File: config.mk
export PLATFORM = sky130hd
export DESIGN_NAME = clock_enable_ctrl
export DESIGN_NICKNAME = d
export VERILOG_FILES = /design/src/rtl/clock_ctrl_pkg.sv /design/src/rtl/tick_counter.sv /design/src/rtl/clock_enable_ctrl.sv
export SDC_FILE = /design/constraint.sdc
export NUM_CORES = 1
export LEC_CHECK = 0
export CAP_MARGIN = 15
export CORE_MARGIN = 3
export CORE_UTILIZATION = 45
export DETAILED_ROUTE_END_ITERATION = 7
export PLACE_DENSITY = 0.66
export SYNTH_ARGS = -nofsm -noshare
export SYNTH_HDL_FRONTEND = slang
export SYNTH_SLANG_ARGS = --single-unit
File: constraint.sdc
create_clock -name f_in -period 5.35 [get_ports f_in]
set_input_delay 1.07 -clock f_in [delete_from_list [all_inputs] [get_ports f_in]]
set_output_delay 1.07 -clock f_in [all_outputs]
set_load 0.05 [all_outputs]
File: src/rtl/clock_ctrl_pkg.sv
// Shared types and defaults for the clock-enable controller.
//   state_t         : FSM state encodings, also driven out on state_o
//   WIDTH_DEFAULT   : default width of the divide value / period counter
//   DIV_DEFAULT_VAL : default divide value loaded at reset (period = value+1)
package clock_ctrl_pkg;

  typedef enum logic [1:0] {
    ST_IDLE = 2'b00,
    ST_RUN  = 2'b01,
    ST_STEP = 2'b10
  } state_t;

  localparam int WIDTH_DEFAULT   = 26;
  localparam int DIV_DEFAULT_VAL = 10;

endpackage

File: src/rtl/tick_counter.sv
// Period counter for the clock-enable controller.
// Holds the divide register and the running count, and produces a registered
// one-cycle pulse every div_reg+1 enabled cycles.
// Ports:
//   f_in, rst_n : clock, async active-low reset
//   load        : capture div_val, clear count, suppress pulse (beats tick)
//   div_val     : new divide value
//   en          : count this cycle; when low the count is held at zero
//   fire        : comb, high in the cycle the pulse register will be set
//   pulse       : registered tick-enable pulse
module tick_counter
  import clock_ctrl_pkg::*;
#(
  parameter int WIDTH       = WIDTH_DEFAULT,
  parameter int DIV_DEFAULT = DIV_DEFAULT_VAL
) (
  input  logic             f_in,
  input  logic             rst_n,
  input  logic             load,
  input  logic [WIDTH-1:0] div_val,
  input  logic             en,
  output logic             fire,
  output logic             pulse
);

  logic [WIDTH-1:0] div_reg;
  logic [WIDTH-1:0] count;
  logic             tc;

  assign tc   = (count == div_reg);
  assign fire = en & tc & ~load;

  always_ff @(posedge f_in or negedge rst_n) begin
    if (!rst_n) begin
      div_reg <= WIDTH'(DIV_DEFAULT);
      count   <= '0;
      pulse   <= 1'b0;
    end else if (load) begin
      div_reg <= div_val;
      count   <= '0;
      pulse   <= 1'b0;
    end else if (fire) begin
      count   <= '0;
      pulse   <= 1'b1;
    end else if (en) begin
      count   <= count + 1'b1;
      pulse   <= 1'b0;
    end else begin
      // idle or leaving RUN/STEP: any partial period is dropped
      count   <= '0;
      pulse   <= 1'b0;
    end
  end

endmodule

File: src/rtl/clock_enable_ctrl.sv
// Clock-enable controller: free-running or single-step tick-enable generator.
// Optional feature: define CLOCK_CTRL_STEP_EN to build single-step support
// (step edge detect and STEP state). Without it, step is ignored.
// Ports:
//   f_in, rst_n : system clock, async active-low reset
//   div_val     : new divide value, captured on div_load
//   div_load    : one-cycle strobe; reload divider, restart period, state held
//   run         : level, free-running request
//   halt        : level, forces IDLE, highest priority
//   step        : debounced level; rising edge requests one tick
//   f_out       : registered one-cycle tick-enable pulse
//   state_o     : 00 IDLE, 01 RUN, 10 STEP
//   tick_cnt    : number of f_out pulses issued, wraps
module clock_enable_ctrl
  import clock_ctrl_pkg::*;
#(
  parameter int WIDTH       = WIDTH_DEFAULT,
  parameter int DIV_DEFAULT = DIV_DEFAULT_VAL
) (
  input  logic             f_in,
  input  logic             rst_n,
  input  logic [WIDTH-1:0] div_val,
  input  logic             div_load,
  input  logic             run,
  input  logic             halt,
  input  logic             step,
  output logic             f_out,
  output logic [1:0]       state_o,
  output logic [15:0]      tick_cnt
);

  state_t state, state_nxt;
  logic   cnt_en;
  logic   fire;
  logic   step_edge;

`ifdef CLOCK_CTRL_STEP_EN
  logic step_q;

  always_ff @(posedge f_in or negedge rst_n) begin
    if (!rst_n) step_q <= 1'b0;
    else        step_q <= step;
  end

  assign step_edge = step & ~step_q;
`else
  logic unused_step;
  assign unused_step = step;
  assign step_edge   = 1'b0;
`endif

  always_ff @(posedge f_in or negedge rst_n) begin
    if (!rst_n) state <= ST_IDLE;
    else        state <= state_nxt;
  end

  // A divider load freezes the state for that cycle.
  always_comb begin
    state_nxt = state;
    if (!div_load) begin
      unique case (state)
        ST_IDLE: begin
          if (halt)           state_nxt = ST_IDLE;
          else if (run)       state_nxt = ST_RUN;   // run beats a same-cycle step edge
          else if (step_edge) state_nxt = ST_STEP;
        end
        ST_RUN:  if (halt || !run) state_nxt = ST_IDLE;
        ST_STEP: if (halt || fire) state_nxt = ST_IDLE; // leave with the single pulse
        default: state_nxt = ST_IDLE;
      endcase
    end
  end

  // Counting stops on the exit edge so no pulse is issued while leaving.
  always_comb begin
    cnt_en  = ((state == ST_RUN)  && run && !halt) ||
              ((state == ST_STEP) && !halt);
    state_o = state;
  end

  tick_counter #(
    .WIDTH       (WIDTH),
    .DIV_DEFAULT (DIV_DEFAULT)
  ) u_tick_counter (
    .f_in    (f_in),
    .rst_n   (rst_n),
    .load    (div_load),
    .div_val (div_val),
    .en      (cnt_en),
    .fire    (fire),
    .pulse   (f_out)
  );

  always_ff @(posedge f_in or negedge rst_n) begin
    if (!rst_n)    tick_cnt <= '0;
    else if (fire) tick_cnt <= tick_cnt + 16'd1;
  end

endmodule

==> run_results.csv <==
group,metric,value,unit
status,status,"finished clean",
synthesis,async_flop_share,100.0,%
route,firstDrtPassIters,4,
power,power,1.049,mW
critical_path,crit_arrival,3.46,ns
finish,final_cell_mix,"68 x dfrtp_1, 47 x clkdlybuf4s50_1, 38 x nor2_1, 34 x xor2_1, 31 x xnor2_1",
global_route,grtUsageTotal,16.21,%
sta,finalHoldViolations,0,
critical_path,criticalPathCategory,"input port to flop",
clock_tree,clkLatencyLatePin,0.34,ns
global_route,antenna_found_initial,0,
worst_hold_path,min_path_type,"flop to flop",
die,core,7019,um2
clock_tree,path_clk_slew,0.07,ns
synthesis,syn_inst,292,
global_route,grt_max_degree,71,
global_route,grt_pass1_wl,10640,um
critical_path,slowest_delay,0.78,ns
die,rows,30,
finish,n_antenna_cell,0,
flow_run,cap_violations,0,
die,ios,51,
route,drc,0,
route,drt-initial-drc-count,77,
synthesis,synth_ff_type,"dfrtp_1",
clock_tree,post-cts-setup-buffers,0,
die,die-height,92.28,um
finish,syn2layout_area_growth,21.67,%
global_route,grt_pass1_vias,2208,
synthesis,synth_cell_type_count,35,
sta,fin_tns_setup,0,ns
finish,final_cells,445,
critical_path,path_max_fanout,26,
clock_tree,numClockSinks,70,
synthesis,synth_edf_count,0,
clock_tree,cts_resized,0,
global_route,overflow,0,
synthesis,synth.net_count,326,
die,start_util,47.72,%
finish,drive_gt1_share,14.33,%
route,via_count,2260,
clock_tree,cts-root-buf,"clkbuf_8",
sta,rsz0062_at_grt,"false",
finish,stdcell_area,4075,um2
route,wl_per_cell,14.41,um
die,dieArea,8515,um2
synthesis,ys_seq_area_share,52.37,%
critical_path,cp-end-kind,"flop",
route,viasPerCell,5.079,
sta,worst_hold_slack,0.4709,ns
synthesis,ys_ff_latch,70,
route,wl,6412,um
placed_design,gp_congestion,0.7786,
sta,min_period,3.280,ns
sta,period_share,61.31,%
synthesis,syn_area,3349,um2
power,power_density,257.3,nW/um2
clock_tree,cts_buffers,9,
sta,clock-skew-final,0.004545,ns
sta,fmax,0.3049,GHz
critical_path,start_kind,"input port",
route,antenna_left,0,
placed_design,place_area,3895,um2
synthesis,yosys_warnings,0,
clock_tree,cts.path.max_buffers,2,
finish,final_common_cell,"dfrtp_1",
critical_path,crit_required,5.53,ns
power,p_leak,1.665,nW
sta,slew_viol_final,0,
clock_tree,htree_levels,3,
sta,finalSetupViolations,0,
power,max-vdd-ir-drop,0.1211,mV
clock_tree,cts_tree,"done",
placed_design,dp_cells,429,
critical_path,critical-path-slowest-cell,"or3_1",
critical_path,critical_path.cell_chain,"clkdlybuf4s50_1 -> nand3b_1 -> nor4_1 -> nand4_1 -> nor3_2 -> or3_1 -> nor2_1",
synthesis,syn_avg_cell_area,11.47,um2
finish,finalNetCount,378,
placed_design,port_buffers,48,
clock_tree,hold_buffers,0,
placed_design,dp_hpwl,4698,um
die,die_x,92.28,um
sta,tightest_slew,0.9182,ns
sta,slew_headroom,38.60,%
[metrics by stage]
stage                     utilization [%]  setup WS, ns
after floorplan                         -         2.877
after global placement              55.49         1.735
after detailed placement            55.49         1.666
after CTS                           58.06         2.035
after global routing                58.06         1.897
final                               58.06         2.070
[Yosys cell counts, drive strengths merged, types with 2 or more instances]
| library cell | count | area [um2] |
|---|---|---|
| nor2 | 38 | 142.6 |
| mux2 | 27 | 304.0 |
| dfrtp | 68 | 1702 |
| buf | 7 | 57.54 |
| nand2 | 16 | 60.06 |
| nor3 | 3 | 20.02 |
| dfstp | 2 | 52.55 |
| inv | 5 | 18.77 |
| nor4 | 10 | 105.1 |
| clkbuf | 2 | 7.510 |
| xor2 | 34 | 297.8 |
| ha | 2 | 25.02 |
| nand3 | 14 | 70.07 |
| xnor2 | 31 | 271.5 |
| and3 | 5 | 31.28 |
| nand4 | 14 | 87.58 |
| nor2b | 2 | 12.51 |
[cell families after synthesis]
logic type,Yosys count,share of synthesized area (%)
flops,70,52.37
mux,27,9.077
other cells,1,0.1120
compound gates,1,0.1493
xor+xnor,65,17.00
simple gates,112,18.04
fa+ha+maj,2,0.7470
buf+inv,14,2.502
[final timing paths]
path | end | depth (start not counted) | slack [ns] | startpoint
min in group asynchronous | tick_cnt[13] | 2 | 0.94 | rst_n
max | u_tick_counter.count[7] | 7 | 2.07 | halt
min | tick_cnt[15] | 1 | 0.47 | tick_cnt[15]
max reg2reg | u_tick_counter.count[7] | 6 | 2.69 | u_tick_counter.count[20]
max in group asynchronous | u_tick_counter.count[18] | 2 | 3.86 | rst_n
min reg2reg | tick_cnt[15] | 1 | 0.47 | tick_cnt[15]
[critical path: cells and delay by family]
kind / cells / cell delay, ns
simple gates: 6 / 1.99
buf+inv: 1 / 0.41
[power by group]
| part | internal [mW] | switching [mW] |
|---|---|---|
| logic | 0.0499 | 0.0430 |
| registers | 0.551 | 0.0151 |
| clock network | 0.208 | 0.182 |
| total | 0.808 | 0.240 |
[final cells by class]
class,instances,area [um2]
Clock buffer,16,180.2
Fill cell,641,2944
Inverter,5,18.77
Multi-Input combinational cell,208,1511
Sequential cell,70,1754
Tap cell,96,120.1
Timing Repair Buffer,50,490.5
[layer usage]
metal  up-vias  track usage, %  wire (um)
met1      1111           21.73       3060
met2        49           25.18       2946
li1       1091               -          -
met4         0           8.168        124
met5         -               0          0
met3         9           2.953        280
Note: power is estimated with default switching activity, not from simulation.
